[src/rtl/puertas_actuador.sv]
// puertas_actuador: car-side door mechanism driver.
// Takes the 2-bit door command, moves a travel-position counter, reports the
// 2-bit door status and the open-dwell timeout, and treats the light-curtain
// sensor as a hard reversal while closing.
module puertas_actuador #(
    parameter int T_TRAVEL = 8,   // cycles for a full stroke, 2..255
    parameter int T_OPEN   = 50,  // open-dwell cycles before timeout, 2..65535
    parameter int PW       = 8    // posicion width, 2**PW > T_TRAVEL
) (
    input  logic          clk,
    input  logic          rst_n,
    input  logic [1:0]    salida_puertas,
    input  logic          sensor,
    output logic [1:0]    puertas,
    output logic          timeout,
    output logic [PW-1:0] posicion,
    output logic [7:0]    reaperturas
);

    // The state encoding is the reported door status itself.
    localparam logic [1:0] CERRADA  = 2'b00;
    localparam logic [1:0] ABIERTA  = 2'b01;
    localparam logic [1:0] CERRANDO = 2'b10;
    localparam logic [1:0] ABRIENDO = 2'b11;

    localparam logic [PW-1:0] POS_MAX    = PW'(T_TRAVEL);
    localparam logic [PW-1:0] POS_ONE    = PW'(1);
    localparam logic [15:0]   DWELL_LAST = 16'(T_OPEN - 1);

    logic [1:0]    estado_q, estado_d;
    logic [PW-1:0] pos_q, pos_d;
    logic [15:0]   dwell_q, dwell_d;
    logic          timeout_q, timeout_d;
    logic [7:0]    reap_q, reap_d;

    // Command decode; 11 decodes to neither, so it behaves as 00.
    logic cmd_abrir, cmd_cerrar;
    assign cmd_abrir  = (salida_puertas == 2'b01);
    assign cmd_cerrar = (salida_puertas == 2'b10);

    // Next-state, position, dwell and reversal-count logic.
    always_comb begin
        // NOTE: every variable gets a default before the case so no path can
        // leave one unassigned, which would otherwise infer a latch.
        estado_d  = estado_q;
        pos_d     = pos_q;
        dwell_d   = '0;       // dwell is held at 0 outside ABIERTA
        timeout_d = 1'b0;     // timeout is never 1 outside ABIERTA
        reap_d    = reap_q;

        case (estado_q)
            CERRADA: begin
                // Only an open command starts a stroke; the sensor alone does not.
                if (cmd_abrir) begin
                    estado_d = ABRIENDO;
                end
            end

            ABRIENDO: begin
                // The opening stroke always completes; close and sensor ignored.
                // The >= comparison keeps posicion from ever passing T_TRAVEL.
                if (pos_q >= POS_MAX - POS_ONE) begin
                    pos_d    = POS_MAX;
                    estado_d = ABIERTA;
                end else begin
                    pos_d = pos_q + POS_ONE;
                end
            end

            ABIERTA: begin
                if (cmd_cerrar && !sensor) begin
                    // Leaving: dwell and timeout fall back to their 0 defaults.
                    estado_d = CERRANDO;
                end else if (sensor || cmd_abrir) begin
                    // Obstruction or hold-open restarts the dwell (defaults clear it).
                    dwell_d   = '0;
                    timeout_d = 1'b0;
                end else if (dwell_q == DWELL_LAST) begin
                    dwell_d   = dwell_q;
                    timeout_d = 1'b1;
                end else begin
                    dwell_d = dwell_q + 16'd1;
                end
            end

            CERRANDO: begin
                if (sensor) begin
                    // Safety reversal has priority over any command.
                    estado_d = ABRIENDO;
                    if (reap_q != 8'hFF) begin
                        reap_d = reap_q + 8'd1;
                    end
                end else if (cmd_abrir) begin
                    estado_d = ABRIENDO;
                end else begin
                    pos_d = pos_q - POS_ONE;
                    if (pos_q == POS_ONE) begin
                        estado_d = CERRADA;
                    end
                end
            end

            default: begin
                estado_d = CERRADA;
            end
        endcase
    end

    // State registers; reset aborts any stroke and reports the door closed.
    always_ff @(posedge clk or negedge rst_n) begin
        if (!rst_n) begin
            estado_q  <= CERRADA;
            pos_q     <= '0;
            dwell_q   <= '0;
            timeout_q <= 1'b0;
            reap_q    <= '0;
        end else begin
            // NOTE: sequential state uses non-blocking assignments so every
            // register samples the pre-edge values of the others.
            estado_q  <= estado_d;
            pos_q     <= pos_d;
            dwell_q   <= dwell_d;
            timeout_q <= timeout_d;
            reap_q    <= reap_d;
        end
    end

    assign puertas     = estado_q;
    assign posicion    = pos_q;
    assign timeout     = timeout_q;
    assign reaperturas = reap_q;

endmodule

[config.mk]
export PLATFORM = sky130hd
export DESIGN_NAME = puertas_actuador
export DESIGN_NICKNAME = d
export VERILOG_FILES = /design/src/rtl/puertas_actuador.sv
export SDC_FILE = /design/constraint.sdc
export NUM_CORES = 1
export LEC_CHECK = 0
export ABC_CLOCK_PERIOD_IN_PS = 4900
export BUFFER_PORTS_ARGS = -buffer_cell sky130_fd_sc_hd__buf_4
export CAP_MARGIN = 10
export CORE_MARGIN = 5
export CORE_UTILIZATION = 55
export CTS_CLUSTER_DIAMETER = 100
export CTS_CLUSTER_SIZE = 25
export DETAILED_ROUTE_END_ITERATION = 7
export PLACE_DENSITY = 0.78
export SLEW_MARGIN = 25
export SYNTH_ARGS = -nofsm -noshare
export SYNTH_HDL_FRONTEND = slang
export SYNTH_SLANG_ARGS = --single-unit
export TNS_END_PERCENT = 1
[constraint.sdc]
create_clock -name clk -period 4.9 [get_ports clk]
set_input_delay 0.49 -clock clk [delete_from_list [all_inputs] [get_ports clk]]
set_output_delay 0.49 -clock clk [all_outputs]
set_load 0.02 [all_outputs]
==> results of run 1 <==
synth_stat cells, types with 6 or more instances:
| master | instances | area share (%) |
|---|---|---|
| xor2_1 | 9 | 4.0 |
| dfrtp_1 | 35 | 45 |
| nor2_1 | 27 | 5.2 |
| clkbuf_1 | 6 | 1.2 |
| a21oi_1 | 6 | 1.5 |
| nand3_1 | 7 | 1.8 |
| nor4_1 | 9 | 2.9 |
| inv_1 | 12 | 2.3 |
| nor3_1 | 10 | 2.6 |
| nand4_1 | 8 | 2.6 |
| nand2_1 | 10 | 1.9 |
| ha_1 | 6 | 3.9 |
| xnor2_1 | 12 | 5.4 |
logic make-up (layout without fill, tap and decap cells):
group,Yosys count,count (layout),share of synthesized area [%]
compound gates,29,29,10.8
xor+xnor,21,21,9.44
fa+ha+maj,6,6,3.85
buf+inv,18,43,3.47
flops,35,35,45.0
mux,4,4,2.12
simple gates,92,92,25.4
per-stage QoR:
stage               worst slack (ns)  power [mW]  instance area [sq um]  cells
floorplan                       2.87       0.726                   1950    205
global placement                2.87       0.871                   2160    268
detailed placement              2.83       0.878                   2160    268
CTS                             2.80        1.03                   2210    276
global route                    2.63        1.11                   2210    276
finish                          2.80        1.03                   2210    276
routing by layer:
| metal | global-route usage, % | share of wire [%] | vias up |
|---|---|---|---|
| met5 | 0 | 0 | - |
| met4 | 8.46 | 1.7 | 0 |
| met3 | 4.49 | 5.3 | 6 |
| met2 | 28.7 | 46 | 41 |
| met1 | 24.3 | 47 | 767 |
| li1 | - | - | 790 |
path summary, 6_finish.rpt:
check | slack, ns | from | cells after the start | endpoint
worst max-delay path | 2.80 | posicion[0]$_DFFE_PN0P_ | 6 | posicion[6]$_DFFE_PN0P_
max in group asynchronous | 4.52 | rst_n | 1 | dwell_q[11]$_DFFE_PN0P_
worst min-delay path | 0.08 | rst_n | 1 | dwell_q[6]$_DFFE_PN0P_
worst max register to register | 2.80 | posicion[0]$_DFFE_PN0P_ | 6 | posicion[6]$_DFFE_PN0P_
worst min register to register | 0.52 | reaperturas[7]$_DFFE_PN0P_ | 1 | reaperturas[7]$_DFFE_PN0P_
min in group clk | 0.44 | salida_puertas[0] | 3 | puertas[0]$_DFFE_PN0P_
final cells by class:
type                       instances  share of cell area [%]
timing repair buffer              23                    7.82
sequential                        35                    39.7
clock inverter                     3                   0.680
multi-input combinational        152                    45.5
tap                               46                    2.61
clock buffer                       5                    1.70
inverter                          12                    2.04
power groups by stage:
stage	Clock, mW	Combinational (mW)	Sequential [mW]
2_1_floorplan	0	0.266	0.460
3_3_place_gp	0	0.427	0.445
3_5_place_dp	0	0.432	0.446
4_1_cts	0.157	0.434	0.442
5_1_grt	0.170	0.481	0.459
6_report	0.151	0.432	0.445
state kept, by name, indices dropped and copies added (netlist names):
register and cells:
dwell_q 16, reaperturas 8, puertas 2, timeout 1
posicion 8
==> metrics.yaml, run 1 <==
p_leak_nw: 0.936
core_area_sq_mm: 0.00339
worst_pin_slew_ns: 0.727
cts_made_buffers: 5
cts.hold.buffers_added: 0
layout_common_cells: "35 x dfrtp_1, 27 x nor2_1, 23 x buf_4"
area_growth_pct: 13.4
dieArea_sq_mm: 0.00483
path_cells: "inv_1 > ha_1 > or4b_2 > nor4_1 > mux2i_1 > o2bb2ai_1"
cts_max_level: 2
root_buffer: "clkbuf_4"
final.fill_count: 280
via_per_inst: 5.81
place_congestion: 0.857
start_util_pct: 57.5
drive_above_1_share_pct: 15.7
start_kind: "flop"
fin_util_pct: 65.2
ir_worst_vdd_mv: 0.364
grt_antenna_before_repair: 0
rows: 21
seqCellArea_sq_um: 876
min_path_type: "primary input to asynchronous set/reset pin"
syn_nets: 216
p_clk_share_pct: 14.7
p_sw_share_pct: 43.1
yosys_warnings: 0
end_kind: "flop"
p_int_uw: 585
ys_ff_latch: 35
drc: 0
port_buffers: 23
cp.required_ns: 5.12
netlist_area_sq_mm: 0.00195
grt_max_degree: 36
worstSkewPairLatency_ns: 0.34
cp_max_fo: 8
grt_first_pass_wirelength_um: 7270
critPathTopFamily: "simple AND/OR/NAND/NOR gates"
diodes: 0
post_cts_buffers: 0
synth_edf_count: 0
fp.dieH_um: 69.5
drtIter0Drc: 121
path_clk_slew_ns: 0.11
pwr_density_cell_mw_per_mm2: 466
synth-async-reset-ratio_pct: 100
final-hold-violation-count: 0
drtAntennaViolNets: 0
cts_tree: "built"
syn_avg_cell_area_sq_um: 9.50
grt_overflow_total: 0
seqPwrFrac_pct: 43.2
p_sw_uw: 443
fin_nets: 240
skew_ns: 0.00495
synth.distinct_cells: 43
grt_usage_pct: 18.5
cts_num_sinks: 35
wire_per_inst_um: 14.7
hold_ws_ns: 0.0779
synth_ff_type: "dfrtp_1"
maxCapViolCount: 0
ys_seq_area_share_pct: 45.0
hpwl_um: 2790
cp.arrival_ns: 2.32
p_comb_share_pct: 42.0
synth_cells: 205
period_share_pct: 42.9
maxSlewViolCount: 0
grt_pass1_vias: 1578
critical_path_class: "flop to flop"
critPathBufInv: 1
ios: 24
final_common_cell: "dfrtp_1"
die_x_um: 69.5
max-slew-margin-rel_pct: 51.3
rsz0062_at_grt: "no"
cp_slowest_cell: "or4b_2"
setup_viol: 0
routed_wl_um: 4050
fin_tns_setup_ns: 0
firstDrtPassIters: 5
multi_input_area_sq_mm: 0.00100
status: "complete, no violations"
vias: 1604
cpPeakStageDelay_ns: 0.60
period_needed_ns: 2.10
cts_resized: 0
clock_path_buffers: 2
max_freq_mhz: 476
(Power assumes the default switching activity.)
==> run 2, diff against run 1 <==
- ABC_AREA: unset -> 1
- ABC_CLOCK_PERIOD_IN_PS: 4900 -> 2100
- clock period: 4.9 -> 2.1 ns (I/O delays scaled with it)
==> metrics.yaml, run 2 <==
p_leak_nw: 1.23  # was 0.936 nW
netlist_area_sq_mm: 0.00217  # was 0.00195 sq mm
setup_viol: 0  # unchanged
largest-register: "dwell_q"  # unchanged
critical_path_class: "flop to flop"  # unchanged
drive_above_1_share_pct: 14.1  # was 15.7%
cts_made_buffers: 5  # unchanged
start_util_pct: 58.1  # was 57.5%
dieArea_sq_mm: 0.00531  # was 0.00483 sq mm
synth_cells: 304  # was 205
cts_max_level: 2  # unchanged
ys_ff_latch: 35  # unchanged
vias: 1933  # was 1604
ys_top_cells_by_count: "82 x nand2_1, 47 x nor2_1, 35 x dfrtp_1, 35 x inv_1, 31 x nand3_1"  # was 35 x dfrtp_1, 27 x nor2_1, 12 x inv_1, 12 x xnor2_1
fp.dieH_um: 72.9  # was 69.5 um
ys_seq_area_share_pct: 40.3  # was 45.0%
final-hold-violation-count: 0  # unchanged
syn_nets: 315  # was 216
grt_antenna_before_repair: 0  # unchanged
cts_resized: 0  # unchanged
reg2reg_from: "reaperturas[0]$_DFFE_PN0P_"  # was posicion[0]$_DFFE_PN0P_
diodes: 0  # unchanged
max-slew-margin-rel_pct: 68.2  # was 51.3%
largest_reg_flops: 16  # unchanged
drtAntennaViolNets: 0  # unchanged
die_x_um: 72.9  # was 69.5 um
rrSetupSlack_ns: 0.49  # was 2.80 ns
synth.area.top_cells: "dfrtp_1 40%, nand2_1 14%, nor2_1 8.1%"  # was dfrtp_1 45%, xnor2_1 5.4%, nor2_1 5.2%
routed_wl_um: 4500  # was 4050 um
synth.distinct_cells: 30  # was 43
cp.required_ns: 2.29  # was 5.12 ns
grt_max_degree: 36  # unchanged
r2r_end: "reaperturas[7]$_DFFE_PN0P_"  # was posicion[6]$_DFFE_PN0P_
drtIter0Drc: 170  # was 121
worstSkewPairLatency_ns: 0.29  # was 0.34 ns
fin_nets: 343  # was 240
skew_ns: 0.00765  # was 0.00495 ns
yosysTopAreaCellShare_pct: 40.3  # was 45.0%
rsz0062_at_grt: "no"  # unchanged
maxCapViolCount: 0  # unchanged
dp_cells: 372  # was 268
multi_input_area_sq_mm: 0.00114  # was 0.00100 sq mm
period_share_pct: 76.6  # was 42.9%
maxSlewViolCount: 0  # unchanged
end_kind: "flop"  # unchanged
via_per_inst: 5.07  # was 5.81
syn_avg_cell_area_sq_um: 7.15  # was 9.50 sq um
synth_ff_type: "dfrtp_1"  # unchanged
core_area_sq_mm: 0.00374  # was 0.00339 sq mm
pwr_density_cell_mw_per_mm2: 1070  # was 466 mW/mm^2
clock_path_buffers: 2  # unchanged
min_path_type: "primary input to flop"  # was primary input to asynchronous set/reset pin
place_congestion: 0.878  # was 0.857
cts_tree: "built"  # unchanged
ios: 24  # unchanged
yosys_warnings: 0  # unchanged
setup.worst_path.start: "reaperturas[0]$_DFFE_PN0P_"  # was posicion[0]$_DFFE_PN0P_
grt_overflow_total: 0  # unchanged
start_kind: "flop"  # unchanged
final_cells: 381  # was 276
fin_tns_setup_ns: 0  # unchanged
grt_pass1_vias: 1824  # was 1578
reg2regPathDepth: 8  # was 6
layout_common_cells: "82 x nand2_1, 47 x nor2_1, 35 x inv_1, 35 x dfrtp_1, 31 x nand3_1"  # was 35 x dfrtp_1, 27 x nor2_1, 23 x buf_4
firstDrtPassIters: 4  # was 5
fin_util_pct: 66.9  # was 65.2%
worst_pin_slew_ns: 0.476  # was 0.727 ns
hpwl_um: 3290  # was 2790 um
ir_worst_vdd_mv: 0.429  # was 0.364 mV
cts_num_sinks: 35  # unchanged
wire_per_inst_um: 11.8  # was 14.7 um
drc: 0  # unchanged
status: "complete, no violations"  # unchanged
period_needed_ns: 1.61  # was 2.10 ns
area_growth_pct: 15.3  # was 13.4%
max_freq_mhz: 622  # was 476 MHz
rows: 22  # was 21
synth_edf_count: 0  # unchanged
seqCellArea_sq_um: 876  # unchanged
grt_usage_pct: 18.9  # was 18.5%
final.fill_count: 327  # was 280
cp.arrival_ns: 1.79  # was 2.32 ns
root_buffer: "clkbuf_8"  # was clkbuf_4
cp_max_fo: 12  # was 8
path_clk_slew_ns: 0.08  # was 0.11 ns
grt_first_pass_wirelength_um: 8020  # was 7270 um
power_mw: 2.68  # was 1.03 mW
synth-async-reset-ratio_pct: 100  # unchanged
port_buffers: 23  # unchanged
synth_most_common_cell: "nand2_1"  # was dfrtp_1
cp-endpoint: "reaperturas[7]$_DFFE_PN0P_"  # was posicion[6]$_DFFE_PN0P_
synth_top_cell_by_area: "dfrtp_1"  # unchanged
final_common_cell: "nand2_1"  # was dfrtp_1
run 2: critical path, cell delays in order, from the launching register on:
cell and delay, ns:
dfrtp_1 0.40, ha_1 0.20, nand3_1 0.12, nor2_2 0.13
nand3_1 0.08, nand2_1 0.28, inv_1 0.15, nand2_1 0.09
nand2_1 0.05
run 2: worst min path at each step:
stage | startpoint | end | slack, ns | cells after the start
3_3_place_gp | rst_n | dwell_q[1]$_DFFE_PN0P_ | 0.19 | 1
4_1_cts | salida_puertas[1] | dwell_q[2]$_DFFE_PN0P_ | 0.32 | 4
3_5_place_dp | rst_n | dwell_q[1]$_DFFE_PN0P_ | 0.19 | 1
6_report | salida_puertas[1] | dwell_q[2]$_DFFE_PN0P_ | 0.32 | 4
2_1_floorplan | rst_n | dwell_q[0]$_DFFE_PN0P_ | -0.09 | 0
5_1_grt | salida_puertas[1] | dwell_q[2]$_DFFE_PN0P_ | 0.38 | 4
run 2: layout make-up:
type | count | share of cell area, %
Multi-Input combinational cell | 230 | 45.5
Sequential cell | 35 | 35.0
Timing Repair Buffer | 24 | 7.29
Inverter | 36 | 5.39
Clock buffer | 5 | 2.75
Tap cell | 48 | 2.40
Clock inverter | 3 | 1.75
run 2: layer usage:
layer / global-route usage, % / share of wire, % / routed length [um] / up-vias
met4: 5.12 / 1.1 / 51 / 0
met3: 4.27 / 4.0 / 180 / 6
met5: 0 / 0 / 0 / -
li1: - / - / - / 1023
met2: 31.3 / 48 / 2150 / 36
met1: 24.8 / 47 / 2120 / 868
run 2: logic make-up after synthesis:
group	Yosys count	share of synthesized area (%)
simple gates	186	37.9
xor+xnor	10	4.03
buf+inv	39	7.31
compound gates	28	6.97
fa+ha+maj	6	3.45
flops	35	40.3
run 2: stage by stage:
step / worst slack, ns / instance area [sq um] / hold WS [ns]
2_1_floorplan: 0.660 / 2170 / -0.0856
3_3_place_gp: 0.543 / 2380 / 0.188
5_1_grt: 0.283 / 2500 / 0.379
6_report: 0.492 / 2500 / 0.323
3_5_place_dp: 0.516 / 2380 / 0.190
4_1_cts: 0.488 / 2500 / 0.317
run 2: repair_timing:
action                                 in CTS  in global routing
buffers inserted                            0                  0
endpoints found under the hold margin      35                  0
hold buffers                                1                  0
run 2: power by group:
part	internal [mW]	switching [mW]	total (mW)
Combinational	0.420	0.694	1.11
Clock	0.353	0.260	0.613
Sequential	0.785	0.169	0.954
Total	1.56	1.12	2.68
==> run 3, diff against run 2 <==
- ABC_CLOCK_PERIOD_IN_PS: 2100 -> 1500
- clock period: 2.1 -> 1.5 ns (I/O delays scaled with it)
==> metrics.yaml, run 3 (synthesis results as in run 2) <==
status: "complete, no violations"  # unchanged
max_freq_mhz: 711  # was 622 MHz
max-slew-margin-rel_pct: 70.2  # was 68.2%
fin_tns_setup_ns: 0  # unchanged
clock_path_buffers: 2  # unchanged
period_needed_ns: 1.41  # was 1.61 ns
cp.arrival_ns: 1.61  # was 1.79 ns
final-hold-violation-count: 0  # unchanged
holdPathStages: 5  # was 4
setup_viol: 0  # unchanged
area_growth_pct: 20.8  # was 15.3%
final_cells: 392  # was 381
maxSlewViolCount: 0  # unchanged
grt_pass1_vias: 1930  # was 1824
ir_worst_vdd_mv: 0.544  # was 0.429 mV
min-delay-start: "salida_puertas[0]"  # was salida_puertas[1]
hpwl_um: 3490  # was 3290 um
dp_cells: 379  # was 372
reg2regPathDepth: 7  # was 8
critical_path_class: "flop to flop"  # unchanged
vias: 2036  # was 1933
hold_end: "puertas[1]$_DFFE_PN0P_"  # was dwell_q[2]$_DFFE_PN0P_
dieArea_sq_mm: 0.00531  # unchanged
cp.required_ns: 1.71  # was 2.29 ns
fp.dieH_um: 72.9  # unchanged
end_kind: "flop"  # unchanged
final_common_cell: "nand2_1"  # unchanged
core_area_sq_mm: 0.00374  # unchanged
start_kind: "flop"  # unchanged
drtIter0Drc: 188  # was 170
drtAntennaViolNets: 0  # unchanged
grt_overflow_total: 0  # unchanged
firstDrtPassIters: 4  # unchanged
largest_reg_flops: 16  # unchanged
cts_made_buffers: 5  # unchanged
cts_max_level: 2  # unchanged
period_share_pct: 93.8  # was 76.6%
cts_num_sinks: 35  # unchanged
p_leak_nw: 1.28  # was 1.23 nW
diodes: 0  # unchanged
rrSetupSlack_ns: 0.09  # was 0.49 ns
port_buffers: 23  # unchanged
place_congestion: 0.880  # was 0.878
grt_max_degree: 36  # unchanged
worstSkewPairLatency_ns: 0.29  # about the same
skew_ns: 0.0127  # was 0.00765 ns
reg2reg_from: "dwell_q[0]$_DFFE_PN0P_"  # was reaperturas[0]$_DFFE_PN0P_
r2r_end: "dwell_q[14]$_DFFE_PN0P_"  # was reaperturas[7]$_DFFE_PN0P_
largest-register: "dwell_q"  # unchanged
start_util_pct: 58.1  # unchanged
rows: 22  # unchanged
cp_max_fo: 6  # was 12
pwr_density_cell_mw_per_mm2: 1490  # was 1070 mW/mm^2
ios: 24  # unchanged
fin_nets: 354  # was 343
worst_pin_slew_ns: 0.446  # was 0.476 ns
wire_per_inst_um: 12.2  # was 11.8 um
min_path_type: "primary input to flop"  # unchanged
grt_usage_pct: 19.6  # was 18.9%
grt_first_pass_wirelength_um: 8340  # was 8020 um
die_x_um: 72.9  # unchanged
layout_common_cells: "80 x nand2_1, 46 x nor2_1, 35 x inv_1, 35 x dfrtp_1, 34 x buf_4"  # was 82 x nand2_1, 47 x nor2_1, 35 x inv_1, 35 x dfrtp_1, 31 x nand3_1
power_mw: 3.90  # was 2.68 mW
via_per_inst: 5.19  # was 5.07
drc: 0  # unchanged
path_clk_slew_ns: 0.08  # about the same
maxCapViolCount: 0  # unchanged
cts_tree: "built"  # unchanged
drive_above_1_share_pct: 18.3  # was 14.1%
routed_wl_um: 4790  # was 4500 um
grt_antenna_before_repair: 0  # unchanged
root_buffer: "clkbuf_8"  # unchanged
==> run 3: cell count changes in the layout (fill, tap and decap cells not counted), sizes merged <==
cell  change
buf      +11
==> run 3: report_power, final <==
part           leakage [nW]  switching (mW)  internal [mW]
clock                0.0581           0.363          0.495
combinational         0.750            1.03          0.704
sequential            0.472           0.207           1.10
total                  1.28            1.60           2.30
==> run 3: worst max-delay path: stages (launching register included) <==
cell     delay [ns]
dfrtp_1        0.43
ha_4           0.19
nand3_4        0.10
nor3_4         0.30
nand2_2        0.09
nand2_1        0.06
nand2_1        0.05
nor2_1         0.10
==> run 3: routing by layer <==
metal / part of all wire, % / GRT usage [%]
met1: 45 / 25.2
met4: 0.61 / 4.92
met2: 50 / 33.6
met3: 4.0 / 4.13
met5: 0 / 0
==> run 3: timing repair <==
action | 4_1_cts | 5_1_grt
setup buffers | 0 | 4
endpoints found under the setup margin | 0 | 11
gates resized for setup | 0 | 8
hold endpoints to repair | 35 | 0
hold buffers | 1 | 0
==> run 3: layout make-up <==
class                           count  area, sq um
Multi-Input combinational cell    230         1180
Fill cell                         329         1120
Sequential cell                    35          876
Timing Repair Buffer               35          265
Inverter                           36          135
Clock buffer                        5         68.8
Tap cell                           48         60.1
Clock inverter                      3         43.8
==> run 3: worst max-delay path by stage <==
stage	start	endpoint	slack (ns)	depth (start not counted)
finish	dwell_q[0]$_DFFE_PN0P_	dwell_q[14]$_DFFE_PN0P_	0.09	7
global route	reaperturas[0]$_DFFE_PN0P_	reaperturas[0]$_DFFE_PN0P_	-0.02	7
detailed placement	reaperturas[1]$_DFFE_PN0P_	reaperturas[2]$_DFFE_PN0P_	0.08	8
floorplan	reaperturas[0]$_DFFE_PN0P_	reaperturas[5]$_DFFE_PN0P_	0.06	8
global placement	reaperturas[0]$_DFFE_PN0P_	reaperturas[0]$_DFFE_PN0P_	0.14	7
CTS	reaperturas[1]$_DFFE_PN0P_	reaperturas[4]$_DFFE_PN0P_	0.07	8
==> run 3: metrics by stage <==
step / hold WS [ns] / utilization (%) / cell area [sq um] / setup WS (ns)
global placement: 0.127 / 65.0 / 2430 / 0.139
global route: 0.291 / 70.1 / 2630 / -0.0243
floorplan: -0.146 / - / 2170 / 0.0599
finish: 0.270 / 70.1 / 2630 / 0.0936
CTS: 0.253 / 68.3 / 2560 / 0.0653
detailed placement: 0.131 / 65.0 / 2430 / 0.0796
